**config.mk**
```make
export PLATFORM = sky130hd
export DESIGN_NAME = vga_sync_gen_flat
export DESIGN_NICKNAME = d
export VERILOG_FILES = /design/src/rtl/vga_sync_gen_pkg.sv /design/src/rtl/vga_sync_gen_if.sv /design/src/rtl/vga_sync_gen_axis.sv /design/src/rtl/vga_sync_gen.sv /design/src/flat_wrapper.sv
export SDC_FILE = /design/constraint.sdc
export NUM_CORES = 1
export LEC_CHECK = 0
export ABC_AREA = 0
export CAP_MARGIN = 20
export CORE_MARGIN = 2
export CORE_UTILIZATION = 59
export CTS_CLUSTER_SIZE = 12
export DETAILED_ROUTE_END_ITERATION = 16
export HOLD_SLACK_MARGIN = 0.1
export PLACE_DENSITY = 0.83
export SLEW_MARGIN = 30
export SYNTH_ARGS = -nofsm -noshare
export SYNTH_HDL_FRONTEND = slang
export SYNTH_HIERARCHICAL = 1
export SYNTH_SLANG_ARGS = --single-unit
```
**constraint.sdc**
```tcl
create_clock -name clk -period 7.15 [get_ports clk]
set_clock_uncertainty 0.2 [all_clocks]
set_input_delay 1.43 -clock clk [delete_from_list [all_inputs] [get_ports clk]]
set_output_delay 1.43 -clock clk [all_outputs]
set_load 0.02 [all_outputs]
```
**src/rtl/vga_sync_gen_pkg.sv**
```systemverilog
// Display-pipeline shared definitions: VGA 640x480@60 timing, playfield tiling, colour type.
package display_pkg;
    localparam int unsigned H_VISIBLE = 640;
    localparam int unsigned H_FP      = 16;
    localparam int unsigned H_SYNC    = 96;
    localparam int unsigned H_BP      = 48;
    localparam int unsigned H_TOTAL   = H_VISIBLE + H_FP + H_SYNC + H_BP;

    localparam int unsigned V_VISIBLE = 480;
    localparam int unsigned V_FP      = 10;
    localparam int unsigned V_SYNC    = 2;
    localparam int unsigned V_BP      = 33;
    localparam int unsigned V_TOTAL   = V_VISIBLE + V_FP + V_SYNC + V_BP;

    localparam int unsigned SCREEN_COLS = 10;
    localparam int unsigned SCREEN_ROWS = 10;
    localparam int unsigned TILE_W      = 64;
    localparam int unsigned TILE_H      = 48;

    localparam int unsigned COORD_W = 10;

    typedef struct packed {
        logic [3:0] r;
        logic [3:0] g;
        logic [3:0] b;
    } rgb_t;
endpackage

```
**src/rtl/vga_sync_gen_if.sv**
```systemverilog
// Timing bundle driven by vga_sync_gen and consumed by the colour generators.
interface vga_sync_gen_if;
    logic       pix_tick;
    logic [9:0] x;
    logic [9:0] y;
    logic       on;
    logic       hsync;
    logic       vsync;
    logic       frame_start;
    logic [3:0] tile_col;
    logic [3:0] tile_row;

    modport master (output pix_tick, x, y, on, hsync, vsync, frame_start, tile_col, tile_row);
    modport slave  (input  pix_tick, x, y, on, hsync, vsync, frame_start, tile_col, tile_row);
endinterface

```
**src/rtl/vga_sync_gen_axis.sv**
```systemverilog
// One timing axis: wrapping counter plus a registered active-low sync window.
// Exposes the next count and visibility so the top can register decodes aligned with it.
module sync_axis_counter #(
    parameter int unsigned TOTAL      = 800,
    parameter int unsigned VISIBLE    = 640,
    parameter int unsigned SYNC_START = 656,
    parameter int unsigned SYNC_LEN   = 96
) (
    input  logic       clk,
    input  logic       rst_n,
    input  logic       en_i,
    output logic [9:0] cnt_o,
    output logic [9:0] cnt_d_o,
    output logic       wrap_o,
    output logic       vis_d_o,
    output logic       sync_n_o
);
    localparam logic [9:0] LAST     = 10'(TOTAL - 1);
    localparam logic [9:0] VIS_END  = 10'(VISIBLE);
    localparam logic [9:0] SYNC_BEG = 10'(SYNC_START);
    localparam logic [9:0] SYNC_END = 10'(SYNC_START + SYNC_LEN);

    logic [9:0] cnt_q, cnt_d;
    logic       sync_n_q, sync_n_d;

    always_comb begin
        cnt_d = cnt_q;
        if (en_i) cnt_d = (cnt_q == LAST) ? 10'd0 : cnt_q + 10'd1;
        sync_n_d = !((cnt_d >= SYNC_BEG) && (cnt_d < SYNC_END));
    end

    // Reset to the last count so the first enable lands on 0.
    always_ff @(posedge clk or negedge rst_n) begin
        if (!rst_n) begin
            cnt_q    <= LAST;
            sync_n_q <= 1'b1;
        end else begin
            cnt_q    <= cnt_d;
            sync_n_q <= sync_n_d;
        end
    end

    assign cnt_o    = cnt_q;
    assign cnt_d_o  = cnt_d;
    assign wrap_o   = (cnt_q == LAST);
    assign vis_d_o  = (cnt_d < VIS_END);
    assign sync_n_o = sync_n_q;
endmodule

```
**src/rtl/vga_sync_gen.sv**
```systemverilog
// VGA timing generator: pixel divider, H/V axis counters and registered
// on/sync/tile/frame_start decodes that change on the same edge as x/y.
module vga_sync_gen
    import display_pkg::*;
#(
    parameter int unsigned CLK_DIV = 4,
    parameter int unsigned HV      = H_VISIBLE,
    parameter int unsigned HFP     = H_FP,
    parameter int unsigned HS      = H_SYNC,
    parameter int unsigned HBP     = H_BP,
    parameter int unsigned VV      = V_VISIBLE,
    parameter int unsigned VFP     = V_FP,
    parameter int unsigned VS      = V_SYNC,
    parameter int unsigned VBP     = V_BP,
    parameter int unsigned TW      = TILE_W,
    parameter int unsigned TH      = TILE_H
) (
    input  logic           clk,
    input  logic           rst_n,
    vga_sync_gen_if.master sync_o
);
    localparam logic [3:0] DIV_LAST   = 4'(CLK_DIV - 1);
    localparam int unsigned TILE_SHIFT = $clog2(TW);
    localparam logic [9:0] TH_LAST    = 10'(TH - 1);
    localparam logic [9:0] V_VIS_END  = 10'(VV);

    logic [3:0] div_q, div_d;
    logic       tick_d;

    assign tick_d = (div_q == DIV_LAST);
    assign div_d  = tick_d ? 4'd0 : div_q + 4'd1;

    logic [9:0] x_q, x_d, y_q, y_d;
    logic       h_wrap, v_wrap, h_vis_d, v_vis_d, hsync_n, vsync_n;

    sync_axis_counter #(
        .TOTAL(HV + HFP + HS + HBP), .VISIBLE(HV), .SYNC_START(HV + HFP), .SYNC_LEN(HS)
    ) u_h (
        .clk(clk), .rst_n(rst_n), .en_i(tick_d),
        .cnt_o(x_q), .cnt_d_o(x_d), .wrap_o(h_wrap), .vis_d_o(h_vis_d), .sync_n_o(hsync_n)
    );

    sync_axis_counter #(
        .TOTAL(VV + VFP + VS + VBP), .VISIBLE(VV), .SYNC_START(VV + VFP), .SYNC_LEN(VS)
    ) u_v (
        .clk(clk), .rst_n(rst_n), .en_i(tick_d & h_wrap),
        .cnt_o(y_q), .cnt_d_o(y_d), .wrap_o(v_wrap), .vis_d_o(v_vis_d), .sync_n_o(vsync_n)
    );

    // Row tile index tracked incrementally so no divide by TILE_H is needed.
    logic [9:0] row_pix_q, row_pix_d;
    logic [3:0] row_idx_q, row_idx_d;

    always_comb begin
        row_pix_d = row_pix_q;
        row_idx_d = row_idx_q;
        if (tick_d && h_wrap) begin
            if (v_wrap) begin
                row_pix_d = 10'd0;
                row_idx_d = 4'd0;
            end else if (row_pix_q == TH_LAST) begin
                row_pix_d = 10'd0;
                if (row_idx_q != 4'hF) row_idx_d = row_idx_q + 4'd1;
            end else begin
                row_pix_d = row_pix_q + 10'd1;
            end
        end
    end

    logic       on_d, fs_d;
    logic [3:0] tcol_d, trow_d;

    assign on_d   = h_vis_d & v_vis_d;
    assign fs_d   = tick_d & h_wrap & v_wrap;
    assign tcol_d = on_d ? 4'(x_d >> TILE_SHIFT) : 4'hF;
    assign trow_d = (y_d < V_VIS_END) ? row_idx_d : 4'hF;

    logic       tick_q, on_q, fs_q;
    logic [3:0] tcol_q, trow_q;

    always_ff @(posedge clk or negedge rst_n) begin
        if (!rst_n) begin
            div_q     <= 4'd0;
            tick_q    <= 1'b0;
            on_q      <= 1'b0;
            fs_q      <= 1'b0;
            tcol_q    <= 4'hF;
            trow_q    <= 4'hF;
            row_pix_q <= 10'd0;
            row_idx_q <= 4'd0;
        end else begin
            div_q     <= div_d;
            tick_q    <= tick_d;
            on_q      <= on_d;
            fs_q      <= fs_d;
            tcol_q    <= tcol_d;
            trow_q    <= trow_d;
            row_pix_q <= row_pix_d;
            row_idx_q <= row_idx_d;
        end
    end

    assign sync_o.pix_tick    = tick_q;
    assign sync_o.x           = x_q;
    assign sync_o.y           = y_q;
    assign sync_o.on          = on_q;
    assign sync_o.hsync       = hsync_n;
    assign sync_o.vsync       = vsync_n;
    assign sync_o.frame_start = fs_q;
    assign sync_o.tile_col    = tcol_q;
    assign sync_o.tile_row    = trow_q;
endmodule

```
**src/flat_wrapper.sv**
```systemverilog
// flat-port wrapper written by rule: the top's interface ports become plain ports
module vga_sync_gen_flat import display_pkg::*;
#(
    parameter int unsigned CLK_DIV = 4,
    parameter int unsigned HV      = H_VISIBLE,
    parameter int unsigned HFP     = H_FP,
    parameter int unsigned HS      = H_SYNC,
    parameter int unsigned HBP     = H_BP,
    parameter int unsigned VV      = V_VISIBLE,
    parameter int unsigned VFP     = V_FP,
    parameter int unsigned VS      = V_SYNC,
    parameter int unsigned VBP     = V_BP,
    parameter int unsigned TW      = TILE_W,
    parameter int unsigned TH      = TILE_H
)
  (clk, rst_n, sync_o_pix_tick, sync_o_x, sync_o_y, sync_o_on, sync_o_hsync, sync_o_vsync, sync_o_frame_start, sync_o_tile_col, sync_o_tile_row);
  vga_sync_gen_if sync_o_i ();
  input  logic clk;
  input  logic rst_n;
  output wire logic [$bits(sync_o_i.pix_tick)-1:0] sync_o_pix_tick;
  output wire logic [$bits(sync_o_i.x)-1:0] sync_o_x;
  output wire logic [$bits(sync_o_i.y)-1:0] sync_o_y;
  output wire logic [$bits(sync_o_i.on)-1:0] sync_o_on;
  output wire logic [$bits(sync_o_i.hsync)-1:0] sync_o_hsync;
  output wire logic [$bits(sync_o_i.vsync)-1:0] sync_o_vsync;
  output wire logic [$bits(sync_o_i.frame_start)-1:0] sync_o_frame_start;
  output wire logic [$bits(sync_o_i.tile_col)-1:0] sync_o_tile_col;
  output wire logic [$bits(sync_o_i.tile_row)-1:0] sync_o_tile_row;
  assign sync_o_pix_tick = sync_o_i.pix_tick;
  assign sync_o_x = sync_o_i.x;
  assign sync_o_y = sync_o_i.y;
  assign sync_o_on = sync_o_i.on;
  assign sync_o_hsync = sync_o_i.hsync;
  assign sync_o_vsync = sync_o_i.vsync;
  assign sync_o_frame_start = sync_o_i.frame_start;
  assign sync_o_tile_col = sync_o_i.tile_col;
  assign sync_o_tile_row = sync_o_i.tile_row;
  vga_sync_gen #(.CLK_DIV(CLK_DIV), .HV(HV), .HFP(HFP), .HS(HS), .HBP(HBP), .VV(VV), .VFP(VFP), .VS(VS), .VBP(VBP), .TW(TW), .TH(TH)) u_core (.clk(clk), .rst_n(rst_n), .sync_o(sync_o_i));
endmodule
```
==> results.md <==
* Clk slew on worst S/H paths at 90 ps
* Drt via density at 5.85
* Final nets at 308
* Unrepaired setup endpoints after global routing: no
* Area Growth Syn to Fin at 17.6%
* Register area share after synthesis at 48.7%
* Clock latency on the worst-skew pair at 310 ps
* Ant. Diodes at 0
* Synth area leaders: dfrtp_1 (29%), dfstp_2 (20%), xnor2_1 (4.3%)
* # IOs at 35
* Grt ovf at 0
* Layout Cells excl Fill at 353
* Mapped Area at 0.00267 mm2
* Die Wd at 71.3 um
* Final hold viol count at 0
* CTS Sinks at 51
* Inserted Clock Buffers at 5
* Final setup viols at 0
* Die height at 71.3 um
* H-tree Lvls at 2
* CP max FO at 22
* Placed instance count at 345
* Number of enable flip-flop cells after synthesis at 0
* Vias post-DR at 2066
* Critical Path Source: u_core/u_h/cnt_o[0]$_DFF_PN1_
* Design area at 0.00314 mm2
* Post-Syn Area per Cell at 10.1 um2
* CTS tree: yes
* # hold bufs at CTS at 0
* Worst setup EP type: register
* Initial Utilization at 61.4%
* Ys async rst share at 100%
* Core box area at 0.00435 mm2
* # DRC at 0
* Num rows at 24
* Status: finished, final reports clean
* Leakage at 1.30 nW
* Placed wire-length estimate at 3.84 mm
* Port Buffers at 34
* Drt total wl at 5.38 mm
* Pins over their slew limit at 0
* HP Class: register to register
* Final core area utilization at 72.2%
* Share of cells above drive strength 1 at 15.0%
* Worst-Margin Slew at 848 ps
* Leading cell type in the layout, fill and taps excluded: clkdlybuf4s50_1
* Worst R2R Setup Slack at 2990 ps
* Data required time of the worst path at 7190 ps
* Area share of the largest cell type after synthesis at 29.0%
* Final Wtd Congestion at 0.886
* Overall Power at 493 uW
* Gate Count Post-Synth at 264
* Hold path start: u_core/div_q[0]$_DFF_PN0_
* Placement Cell Area at 0.00303 mm2
* Post-cts sizing count at 0
* Final TNS setup at 0 ps
* DRT antenna net count at 0
* Mapped Nets at 272
* Total track usage at 22.9%
* 1st-iter DRT viols at 131
* Startpoint types: register
* Worst vdd ir at 124 uV
* 1st-pass router iterations at 4
* Max Cap Viol at 0
* Tmin final at 4160 ps
* Leading area contributor after synthesis: dfrtp_1
* Slew Limit Headroom at 43.0%
* Unique masters post-synth at 54
* Root buf cell: clkbuf_8
* Vias in the first global route at 1976
* Initial antenna violation count at 0
* Die area at 0.00508 mm2
* Global-route wire length before repair at 9.19 mm
* Yosys Warn Count at 6
* Crit path kind: register to register
* Commonest cells after routing, fill and taps aside: clkdlybuf4s50_1 (33), dfrtp_1 (31), nand2_1 (29)
* Synth Flop Type: dfrtp_1
* CP arrival at 4200 ps
* Post-CTS setup buffers at 0
* Clock tree buffer depth at 2
* Period utilization at 58.2%
* Number of synthesized register bits at 51
* Pwr dens at 157 mW/mm2
* DR WL/cell at 15.2 um
* Max Fclk at 240 MHz
* Reg2reg start: u_core/u_h/cnt_o[0]$_DFF_PN1_
* Largest net degree at the start of global routing at 52
-- synthesized netlist by cell type, types with 2 or more instances --
cell / number
a21oi_1: 6
a31oi_1: 5
a41oi_1: 2
and2_1: 2
and3_1: 3
and4_1: 5
buf_2: 2
buf_4: 2
buf_6: 3
dfrtp_1: 31
dfstp_2: 20
ha_1: 6
inv_1: 12
nand2_1: 29
nand2b_1: 7
nand3_1: 15
nand4_1: 11
nand4b_1: 3
nand4bb_1: 2
nor2_1: 21
nor2b_1: 2
nor3_1: 7
nor4_1: 2
o211ai_1: 2
o21ai_0: 9
o22a_1: 2
o22ai_1: 4
or2_2: 4
xnor2_1: 13
xor2_1: 8
-- layout make-up --
cell class	instances	area [um2]
timing repair buffer	36	350
multi-input combinational	193	1260
sequential	51	1300
fill	328	1210
clock inverter	3	43.8
tap	52	65.1
inverter	13	48.8
clock buffer	5	68.8
-- final timing paths --
path                            depth (start not counted)                             endpoint
worst max-delay path                                   12  u_core/sync_o.tile_row[2]$_DFF_PN1_
worst min-delay path                                    1            u_core/div_q[0]$_DFF_PN0_
worst max register to register                         12  u_core/sync_o.tile_row[2]$_DFF_PN1_
worst min register to register                          1            u_core/div_q[0]$_DFF_PN0_
max in group asynchronous                               2      u_core/row_pix_q[8]$_DFFE_PN0N_
min in group asynchronous                               2      u_core/row_pix_q[9]$_DFFE_PN0N_
-- power breakdown --
group          switching [mW]  internal [mW]
combinational         0.00521       0.000548
sequential                  0          0.289
clock                  0.0938          0.104
total                  0.0990          0.394
-- per-stage QoR --
| step | setup WS [ps] | hold WS [ps] |
|---|---|---|
| floorplan | 4020 | 233 |
| global placement | 3320 | 253 |
| detailed placement | 3030 | 258 |
| CTS | 2990 | 271 |
| finish | 2990 | 268 |
| global route | 2500 | 296 |
-- layer usage --
layer / GRT usage, % / part of all wire [%]
met1: 32.3 / 46
met2: 34.9 / 48
met3: 4.64 / 4.3
met4: 9.43 / 1.7
met5: 0 / 0
-- critical path, stage by stage (launching register included) --
cell and delay (ps):
dfstp_2 600, ha_1 230, nand3_1 100, nor3_1 320, nand4bb_1 460, clkinv_1 500, nand4_1 280, nor4_1 390
xnor2_1 180, a21oi_2 70, a41oi_1 440, nand2b_1 100, o22a_1 210
-- state kept, by name, summed over array words and instances (netlist names) --
name                       cells
u_core/sync_o.on               1
u_core/sync_o.frame_start      1
u_core/row_idx_q               4
u_core/sync_o.tile_col         4
u_core/u_v/sync_n_o            1
u_core/div_q                   4
u_core/row_pix_q              10
u_core/sync_o.pix_tick         1
u_core/u_h/cnt_o              10
u_core/u_h/sync_n_o            1
u_core/sync_o.tile_row         4
u_core/u_v/cnt_o              10
-- kinds of logic (layout without fill, tap and decap cells) --
| family | Yosys count | in the layout | synth area share, % |
|---|---|---|---|
| mux | 2 | 2 | 0.796 |
| buf+inv | 20 | 57 | 4.03 |
| simple gates | 129 | 129 | 28.4 |
| fa+ha+maj | 6 | 6 | 2.81 |
| xor+xnor | 21 | 21 | 6.88 |
| compound gates | 35 | 35 | 8.43 |
| flops | 51 | 51 | 48.7 |
No activity file was read; power rests on OpenSTA's default activity.
